### src/rtl/zxbus_ctrl_if.sv
// rtl/zxbus_ctrl_if.sv - Z80 I/O bus bundle between the CPU side and zxbus_ctrl
interface zxbus_ctrl_if;
    logic [15:0] za;
    logic [7:0]  zd_in;
    logic [7:0]  zd_out;
    logic        zd_oe;
    logic        ziorq_n;
    logic        zrd_n;
    logic        zwr_n;
    logic        ziorqge;

    modport master (
        output za, zd_in, ziorq_n, zrd_n, zwr_n,
        input  zd_out, zd_oe, ziorqge
    );

    modport slave (
        input  za, zd_in, ziorq_n, zrd_n, zwr_n,
        output zd_out, zd_oe, ziorqge
    );
endinterface

### src/rtl/zxbus_ctrl.sv
// rtl/zxbus_ctrl.sv - ZX-bus control/status port: decode, W5300/SL811 reset pulses, merged interrupt
module zxbus_ctrl #(
    parameter logic [7:0]  PORT_LO = 8'hAB,
    parameter int unsigned RST_LEN = 64
) (
    input  logic        fclk,
    input  logic        rst,
    zxbus_ctrl_if.slave bus,
    input  logic        eint_n,
    input  logic        uint,
    output logic        zint_n,
    output logic        erst_n,
    output logic        urst_n,
    output logic        ums,
    output logic        ena
);
    localparam logic [7:0] REG_CTRL  = 8'h81;
    localparam logic [7:0] REG_INTEN = 8'h82;
    localparam logic [7:0] REG_STAT  = 8'h83;
    localparam logic [7:0] LEN8      = 8'(RST_LEN);

    logic       ena_q, ena_d, ums_q, ums_d, eie_q, eie_d, uie_q, uie_d;
    logic       iow_s1_q, iow_s1_d, iow_s2_q, iow_s2_d, iow_s3_q, iow_s3_d;
    logic       seen_q, seen_d, armed_q, armed_d;
    logic       eint_s1_q, eint_s1_d, epend_q, epend_d;
    logic       uint_s1_q, uint_s1_d, upend_q, upend_d;
    logic [7:0] ecnt_q, ecnt_d, ucnt_q, ucnt_d;
    logic       zint_n_q, zint_n_d;

    logic       match, iow, wr_stb, ebusy, ubusy;
    logic [7:0] rd_data;

    assign match  = (bus.za[7:0] == PORT_LO) &&
                    (bus.za[15:8] inside {REG_CTRL, REG_INTEN, REG_STAT});
    assign iow    = ~bus.ziorq_n & ~bus.zwr_n;
    // armed_q blocks a strobe that was already active across reset until it has been seen low
    assign wr_stb = iow_s2_q & ~iow_s3_q & armed_q;
    assign ebusy  = (ecnt_q != 8'd0);
    assign ubusy  = (ucnt_q != 8'd0);

    always_comb begin
        ena_d     = ena_q;
        ums_d     = ums_q;
        eie_d     = eie_q;
        uie_d     = uie_q;
        iow_s1_d  = iow;
        iow_s2_d  = iow_s1_q;
        iow_s3_d  = iow_s2_q;
        seen_d    = 1'b1;
        armed_d   = armed_q | (seen_q & ~iow_s1_q);
        eint_s1_d = ~eint_n;
        epend_d   = eint_s1_q;
        uint_s1_d = uint;
        upend_d   = uint_s1_q;
        ecnt_d    = ebusy ? ecnt_q - 8'd1 : ecnt_q;
        ucnt_d    = ubusy ? ucnt_q - 8'd1 : ucnt_q;
        zint_n_d  = ~(ena_q & ((epend_q & eie_q) | (upend_q & uie_q)));

        // A reload placed after the decrement wins over a coincident terminal count
        if (wr_stb && match) begin
            case (bus.za[15:8])
                REG_CTRL: begin
                    ena_d = bus.zd_in[0];
                    ums_d = bus.zd_in[1];
                    if (bus.zd_in[2]) ecnt_d = LEN8;
                    if (bus.zd_in[3]) ucnt_d = LEN8;
                end
                REG_INTEN: begin
                    eie_d = bus.zd_in[0];
                    uie_d = bus.zd_in[1];
                end
                default: ;
            endcase
        end
    end

    always_ff @(posedge fclk) begin
        if (rst) begin
            ena_q     <= 1'b0;
            ums_q     <= 1'b0;
            eie_q     <= 1'b0;
            uie_q     <= 1'b0;
            iow_s1_q  <= 1'b0;
            iow_s2_q  <= 1'b0;
            iow_s3_q  <= 1'b0;
            seen_q    <= 1'b0;
            armed_q   <= 1'b0;
            eint_s1_q <= 1'b0;
            epend_q   <= 1'b0;
            uint_s1_q <= 1'b0;
            upend_q   <= 1'b0;
            ecnt_q    <= LEN8;
            ucnt_q    <= LEN8;
            zint_n_q  <= 1'b1;
        end else begin
            ena_q     <= ena_d;
            ums_q     <= ums_d;
            eie_q     <= eie_d;
            uie_q     <= uie_d;
            iow_s1_q  <= iow_s1_d;
            iow_s2_q  <= iow_s2_d;
            iow_s3_q  <= iow_s3_d;
            seen_q    <= seen_d;
            armed_q   <= armed_d;
            eint_s1_q <= eint_s1_d;
            epend_q   <= epend_d;
            uint_s1_q <= uint_s1_d;
            upend_q   <= upend_d;
            ecnt_q    <= ecnt_d;
            ucnt_q    <= ucnt_d;
            zint_n_q  <= zint_n_d;
        end
    end

    always_comb begin
        rd_data = 8'hFF;
        if (match) begin
            case (bus.za[15:8])
                REG_CTRL:  rd_data = {6'd0, ums_q, ena_q};
                REG_INTEN: rd_data = {6'd0, uie_q, eie_q};
                REG_STAT:  rd_data = {4'd0, ubusy, ebusy, upend_q, epend_q};
                default:   rd_data = 8'hFF;
            endcase
        end
    end

    assign bus.zd_out  = rd_data;
    assign bus.zd_oe   = match & ~bus.ziorq_n & ~bus.zrd_n;
    assign bus.ziorqge = match & ~bus.ziorq_n;

    assign zint_n = zint_n_q;
    assign erst_n = ~ebusy;
    assign urst_n = ~ubusy;
    assign ums    = ums_q;
    assign ena    = ena_q;
endmodule

### src/flat_wrapper.sv
// flat-port wrapper written by rule: the top's interface ports become plain ports
module zxbus_ctrl_flat 
#(
    parameter logic [7:0]  PORT_LO = 8'hAB,
    parameter int unsigned RST_LEN = 64
)
  (fclk, rst, eint_n, uint, zint_n, erst_n, urst_n, ums, ena, bus_za, bus_zd_in, bus_ziorq_n, bus_zrd_n, bus_zwr_n, bus_zd_out, bus_zd_oe, bus_ziorqge);
  zxbus_ctrl_if bus_i ();
  input  logic fclk;
  input  logic rst;
  input  logic eint_n;
  input  logic uint;
  output logic zint_n;
  output logic erst_n;
  output logic urst_n;
  output logic ums;
  output logic ena;
  input wire logic [$bits(bus_i.za)-1:0] bus_za;
  input wire logic [$bits(bus_i.zd_in)-1:0] bus_zd_in;
  input wire logic [$bits(bus_i.ziorq_n)-1:0] bus_ziorq_n;
  input wire logic [$bits(bus_i.zrd_n)-1:0] bus_zrd_n;
  input wire logic [$bits(bus_i.zwr_n)-1:0] bus_zwr_n;
  output wire logic [$bits(bus_i.zd_out)-1:0] bus_zd_out;
  output wire logic [$bits(bus_i.zd_oe)-1:0] bus_zd_oe;
  output wire logic [$bits(bus_i.ziorqge)-1:0] bus_ziorqge;
  assign bus_i.za = bus_za;
  assign bus_i.zd_in = bus_zd_in;
  assign bus_i.ziorq_n = bus_ziorq_n;
  assign bus_i.zrd_n = bus_zrd_n;
  assign bus_i.zwr_n = bus_zwr_n;
  assign bus_zd_out = bus_i.zd_out;
  assign bus_zd_oe = bus_i.zd_oe;
  assign bus_ziorqge = bus_i.ziorqge;
  zxbus_ctrl #(.PORT_LO(PORT_LO), .RST_LEN(RST_LEN)) u_core (.fclk(fclk), .rst(rst), .bus(bus_i), .eint_n(eint_n), .uint(uint), .zint_n(zint_n), .erst_n(erst_n), .urst_n(urst_n), .ums(ums), .ena(ena));
endmodule
### config.mk
export PLATFORM = sky130hd
export DESIGN_NAME = zxbus_ctrl_flat
export DESIGN_NICKNAME = d
export VERILOG_FILES = /design/src/rtl/zxbus_ctrl_if.sv /design/src/rtl/zxbus_ctrl.sv /design/src/flat_wrapper.sv
export SDC_FILE = /design/constraint.sdc
export NUM_CORES = 1
export LEC_CHECK = 0
export CAP_MARGIN = 5
export CORE_MARGIN = 2
export CORE_UTILIZATION = 50
export DETAILED_ROUTE_END_ITERATION = 8
export PLACE_DENSITY = 0.84
export SETUP_SLACK_MARGIN = 0.3
export SYNTH_ARGS = -nofsm -noshare
export SYNTH_HDL_FRONTEND = slang
export SYNTH_SLANG_ARGS = --single-unit
### constraint.sdc
create_clock -name fclk -period 2.9 [get_ports fclk]
set_input_delay 0.58 -clock fclk [delete_from_list [all_inputs] [get_ports fclk]]
set_output_delay 0.58 -clock fclk [all_outputs]
set_load 0.02 [all_outputs]
==> metrics.md, run 1 <==
| Metric | Value |
|---|---|
| H-tree depth | 2 |
| Worst-Margin Slew | 0.474 ns |
| Vias | 1335 |
| Main flop type after synthesis | dfxtp_1 |
| Die footprint | 0.00360 mm^2 |
| Number of global-route vias before repair | 1366 |
| Number of synthesized flops with an enable pin | 0 |
| Area Growth Syn to Fin | 31.4% |
| Initial DRC Count | 55 |
| Total gr overflow | 0 |
| Synth Area per Inst | 9.68 um^2 |
| Pint | 901 uW |
| CTS clk-pin slew, worst paths | 0.09 ns |
| Post-synthesis sequential area ratio | 38.3% |
| Setup crit end kind | output port |
| Setup violators final | 0 |
| Tcrit/Tclk final | 86.6% |
| Syn Inst Count | 162 |
| Syn nets | 197 |
| Final RePlAce weighted congestion | 0.783 |
| Setup total negative slack | 0 ns |
| Tmin final | 2.51 ns |
| Seq pwr share | 43.0% |
| Die X | 60.0 um |
| Clock Path Buffers | 2 |
| # Post-CTS Setup Buffers | 0 |
| DRT Pass-1 Iters | 4 |
| Switch Pwr | 510 uW |
| Port bufs | 41 |
| Initial antenna violation count | 0 |
| Share of layout cells above drive strength 1 | 20.4% |
| Final Hold Violating Endpoints | 0 |
| Post-layout nets | 245 |
| GRT Resource Usage Total | 22.3% |
| WL/cell | 13.7 um |
| CP Class | input pin to output port |
| Die H | 60.0 um |
| Hold WC Path Type | flop to flop |
| Maxcap violations | 0 |
| Worst-Skew Late Latency | 0.34 ns |
| Worst Hold Slack | 0.437 ns |
| Cell Rows | 20 |
| Hpwl dp | 2.69 mm |
| # diodes | 0 |
| Post-synth ARST share | 0% |
| Unrepaired setup endpoints after global routing | false |
| CP bufs+invs | 2 |
| Max FO, Critical Path | 5 |
| CTS tree | done |
| Drc violations | 0 |
| Crit path max-delay family | buffers and inverters |
| Core Area | 0.00303 mm^2 |
| ANT nets after route | 0 |
| Clk sinks | 30 |
| Sequence of cells on the critical path | clkdlybuf4s50_1 > nor2b_1 > a22oi_1 > o21bai_1 > buf_4 |
| DR vias/cell | 5.24 |
| Initial Utilization | 51.8% |
| Slew Limit Fails | 0 |
| Combinational Power Share | 38.4% |
| Sw frac | 36.2% |
| Worst IR Drop VDD | 375 uV |
| Synth cell types | 38 |
| Largest net degree at the start of global routing | 12 |
| LEAKAGE | 0.795 nW |
| Pwr Density | 685 mW/mm^2 |
| Startpoint Class | input pin |
| Relative slew slack | 68.3% |
| Worst path slowest cell | clkdlybuf4s50_1 |
| Final WL | 3.49 mm |
| Final core occ | 68.0% |
| Critical path's largest stage delay | 0.56 ns |
| Seq cells post-synth | 30 |
| Ys Warns | 0 |
| Status | finished clean |
| Global-route wire length before repair | 6.00 mm |
| Clk pwr share | 18.7% |
| Clk_skew | 0.0116 ns |
| CTS Buf Count | 5 |
| Peak Freq | 0.398 GHz |
| Ports | 46 |
| Root buffer cell | clkbuf_4 |
| CP arrival | 1.93 ns |
| Mapped cell area | 0.00157 mm^2 |
| Worst Path Required | 2.32 ns |
cells by family after synthesis:
group | after synthesis | synth area share, %
flip-flops | 30 | 38.3
adder cells (fa/ha/maj) | 4 | 3.19
AO/OA/AOI/OAI | 35 | 17.8
AND/OR/NAND/NOR | 58 | 23.6
multiplexers | 4 | 2.71
XOR/XNOR | 12 | 6.70
buffers and inverters | 19 | 7.66
path summary, 6_finish.rpt:
path                               startpoint                           to  slack, ns  cells past startpoint
setup / recovery                    bus_za[9]                bus_zd_out[1]       0.39                      5
hold / removal    u_core.uint_s1_q$_SDFF_PP0_    u_core.upend_q$_SDFF_PP0_       0.44                      1
setup reg to reg  u_core.ucnt_q[0]$_SDFF_PP0_  u_core.ucnt_q[6]$_SDFF_PP1_       1.46                      6
hold reg to reg   u_core.uint_s1_q$_SDFF_PP0_    u_core.upend_q$_SDFF_PP0_       0.44                      1
cell usage in the layout (no fill, tap or decap), drive strengths merged, types with 2 or more instances in the layout:
cell type       n
dfxtp          30
clkdlybuf4s50  26
buf            19
nor2           16
a21oi          13
inv            10
xnor2          10
nor2b           7
clkbuf          7
nand4           5
nand2           5
nor4            5
o21bai          4
nor3            4
a211oi          4
nand3           4
o21ai           4
ha              4
dlymetal6s2s    3
and2            3
nor3b           2
and3            2
mux2            2
a22oi           2
o31ai           2
nand2b          2
mux2i           2
o311ai          2
xor2            2
a2111oi         2
dlygate4sd2     2
repair_timing:
action	CTS	global route
gates resized for setup	46	5
hold buffers	0	0
endpoints found under the setup margin	12	10
pin swaps	2	2
power by group through the flow:
stage / Sequential (mW) / Combinational (mW) / Clock [mW]
final: 0.607 / 0.541 / 0.263
after global routing: 0.621 / 0.605 / 0.283
after CTS: 0.605 / 0.546 / 0.262
after detailed placement: 0.612 / 0.538 / 0
after global placement: 0.606 / 0.508 / 0
after floorplan: 0.594 / 0.429 / 0
synth_stat cells (3+ instances only):
master	n	area share, %
nor4_4	3	4.1
buf_4	3	1.4
nand2_1	5	1.2
nand4_1	5	2.0
o21ai_0	4	1.3
a211oi_1	4	1.9
nor2_1	16	3.8
nor3_1	4	1.3
dfxtp_1	30	38
nand3_1	4	1.3
a21oi_1	13	4.1
o21bai_1	4	1.9
nor2b_1	7	2.8
inv_1	10	2.4
xnor2_1	10	5.6
ha_1	4	3.2
state kept, by name, summed over array words and instances (netlist names):
signal,flops
u_core.ecnt_q,8
u_core.ucnt_q,8
u_core.armed_q,1
u_core.eie_q,1
u_core.eint_s1_q,1
u_core.ena,1
u_core.epend_q,1
u_core.iow_s1_q,1
u_core.iow_s2_q,1
u_core.iow_s3_q,1
u_core.seen_q,1
u_core.uie_q,1
u_core.uint_s1_q,1
u_core.ums,1
u_core.upend_q,1
u_core.zint_n,1
through the flow:
| stage | instance area [um^2] | instances | setup WS, ns | power [mW] |
|---|---|---|---|---|
| CTS | 2060 | 255 | 0.208 | 1.41 |
| finish | 2060 | 255 | 0.388 | 1.41 |
| floorplan | 1570 | 162 | 0.370 | 1.02 |
| detailed placement | 2020 | 247 | -0.214 | 1.15 |
| global route | 2060 | 255 | 0.311 | 1.51 |
| global placement | 2020 | 247 | -0.167 | 1.11 |
layout make-up:
cell class	instances	area (um^2)
fill	231	968
sequential	30	601
clock buffer	7	55.1
inverter	10	37.5
tap	44	55.1
timing repair buffer	50	435
clock inverter	1	5.00
multi-input combinational	113	871
per-layer routing:
| metal | vias up | track usage [%] | part of all wire (%) |
|---|---|---|---|
| met2 | 40 | 37.3 | 52 |
| met1 | 623 | 27.4 | 42 |
| met4 | 0 | 6.67 | 1.4 |
| met3 | 7 | 6.71 | 4.8 |
| li1 | 665 | - | - |
| met5 | - | 0 | 0 |
(Power assumes the default switching activity.)
==> inputs of run 2 (changes only) <==
--- a/config.mk
+++ b/config.mk
@@ -11,6 +11,7 @@
 export DETAILED_ROUTE_END_ITERATION = 8
 export PLACE_DENSITY = 0.84
 export SETUP_SLACK_MARGIN = 0.3
+export SKIP_LAST_GASP = 1
 export SYNTH_ARGS = -nofsm -noshare
 export SYNTH_HDL_FRONTEND = slang
 export SYNTH_SLANG_ARGS = --single-unit
==> results of run 2 <==
Same layout as run 1: the final DEF is identical, and so are final timing and power.
==> inputs of run 3 (changes only) <==
--- a/config.mk
+++ b/config.mk
@@ -10,7 +10,7 @@
 export CORE_UTILIZATION = 50
 export DETAILED_ROUTE_END_ITERATION = 8
 export PLACE_DENSITY = 0.84
-export SETUP_SLACK_MARGIN = 0.3
+export SETUP_SLACK_MARGIN = 0.15
 export SKIP_LAST_GASP = 1
 export SYNTH_ARGS = -nofsm -noshare
 export SYNTH_HDL_FRONTEND = slang
==> metrics.md, run 3 (same netlist as run 1, synthesis figures left out) <==
| Metric | Value |
|---|---|
| Status | finished clean |
| Seq pwr share | 43.0% |
| CTS Buf Count | 5 |
| Final RePlAce weighted congestion | 0.783 |
| DR vias/cell | 5.23 |
| Final core occ | 68.3% |
| Pwr Density | 683 mW/mm^2 |
| Initial Utilization | 51.8% |
| Final Hold Violating Endpoints | 0 |
| Hold WC Path Type | flop to flop |
| Vias | 1333 |
| Final setup margin | 0.163 ns |
| Number of global-route vias before repair | 1359 |
| # diodes | 0 |
| Sw frac | 35.9% |
| Relative slew slack | 68.3% |
| LEAKAGE | 0.758 nW |
| Worst IR Drop VDD | 397 uV |
| Total gr overflow | 0 |
| Clk pwr share | 18.5% |
| Maxcap violations | 0 |
| GRT Resource Usage Total | 22.1% |
| CP Class | input pin to output port |
| Tmin final | 2.74 ns |
| Non-filler cells, final | 255 |
| CTS clk-pin slew, worst paths | 0.09 ns |
| Design Power | 1.41 mW |
| Initial DRC Count | 63 |
| # Post-CTS Setup Buffers | 0 |
| Ports | 46 |
| Worst-Margin Slew | 0.473 ns |
| Largest registers | u_core.ecnt_q x8, u_core.ucnt_q x8 |
| Placed cells | 247 |
| Core Area | 0.00303 mm^2 |
| Die H | 60.0 um |
| Setup crit end kind | output port |
| Hpwl dp | 2.69 mm |
| Area Growth Syn to Fin | 31.9% |
| CP arrival | 2.16 ns |
| Slew Limit Fails | 0 |
| Final WL | 3.46 mm |
| DRT Pass-1 Iters | 4 |
| Combinational Power Share | 38.6% |
| Tcrit/Tclk final | 94.4% |
| Clock Path Buffers | 2 |
| Initial antenna violation count | 0 |
| WL/cell | 13.6 um |
| Worst Hold Slack | 0.439 ns |
| Multi-input logic area | 871 um^2 |
| Die footprint | 0.00360 mm^2 |
| Worst Path Required | 2.32 ns |
| Fill cell count | 233 |
| ANT nets after route | 0 |
| Clk_skew | 0.0121 ns |
| Dpl ws | -0.214 ns |
| Clk sinks | 30 |
| Unrepaired setup endpoints after global routing | true |
| Worst-Skew Late Latency | 0.34 ns |
| Die X | 60.0 um |
| Root buffer cell | clkbuf_4 |
| FF/Latch Area | 601 um^2 |
| Port bufs | 41 |
| Global-route wire length before repair | 5.93 mm |
| Most common cell after layout, fill and taps aside | clkdlybuf4s50_1 |
| Post-layout nets | 245 |
| Share of layout cells above drive strength 1 | 18.5% |
| Largest net degree at the start of global routing | 12 |
| H-tree depth | 2 |
| Pint | 905 uW |
| Peak Freq | 0.365 GHz |
| Cell Rows | 20 |
| Switch Pwr | 507 uW |
| CTS tree | done |
| Commonest cells after routing, fill and taps aside | clkdlybuf4s50_1, dfxtp_1, nor2_1, a21oi_1 |
| Drc violations | 0 |
| Setup violators final | 0 |
| Max FO, Critical Path | 7 |
| Startpoint Class | input pin |
[run 3: changes by cell type in the layout (fill, tap and decap cells not counted), sizes merged]
cell	change
clkdlybuf4s15	+1
dlymetal6s2s	-3
dlygate4sd2	+1
clkdlybuf4s50	+5
buf	-9
clkbuf	+5
[run 3: worst paths after layout]
path	start	slack (ns)	cells after the start	end
worst max-delay path	bus_za[11]	0.16	6	bus_zd_out[7]
worst min-delay path	u_core.uint_s1_q$_SDFF_PP0_	0.44	1	u_core.upend_q$_SDFF_PP0_
worst max register to register	u_core.ucnt_q[0]$_SDFF_PP0_	1.46	6	u_core.ucnt_q[6]$_SDFF_PP1_
worst min register to register	u_core.uint_s1_q$_SDFF_PP0_	0.44	1	u_core.upend_q$_SDFF_PP0_
[run 3: per-layer routing]
layer  vias up  track usage, %  share of wire, %
met1       625            27.4                42
met3         8            6.93               4.5
li1        664               -                 -
met2        36            36.5                52
met4         0            6.67               1.6
met5         -               0                 0
[run 3: power by group through the flow]
stage / clock [mW] / combinational [mW] / sequential, mW
3_3_place_gp: 0 / 0.508 / 0.606
6_report: 0.261 / 0.544 / 0.607
2_1_floorplan: 0 / 0.429 / 0.594
3_5_place_dp: 0 / 0.538 / 0.612
4_1_cts: 0.262 / 0.543 / 0.603
5_1_grt: 0.281 / 0.608 / 0.622
[run 3: repair_timing]
| item | in CTS | in global routing |
|---|---|---|
| hold buffers | 0 | 0 |
| endpoints found under the setup margin | 10 | 12 |
| pin swaps | 1 | 0 |
| resized for setup | 20 | 9 |
[run 3: critical path: stages]
cell             delay, ns
clkdlybuf4s50_1       0.44
nor4_4                0.31
and3_4                0.24
o211ai_4              0.10
buf_4                 0.16
dlygate4sd2_1         0.31
[run 3: final cells by class]
type	count	area share, %
Sequential cell	30	29.0
Inverter	10	1.81
Clock inverter	1	0.242
Multi-Input combinational cell	113	42.1
Tap cell	44	2.66
Clock buffer	7	2.66
Timing Repair Buffer	50	21.5
[run 3: metrics by stage]
stage	TNS, ns	cell area (um^2)
finish	0	2070
global route	0	2070
detailed placement	-1.50	2020
CTS	0	2090
global placement	-1.03	2020
floorplan	0	1570
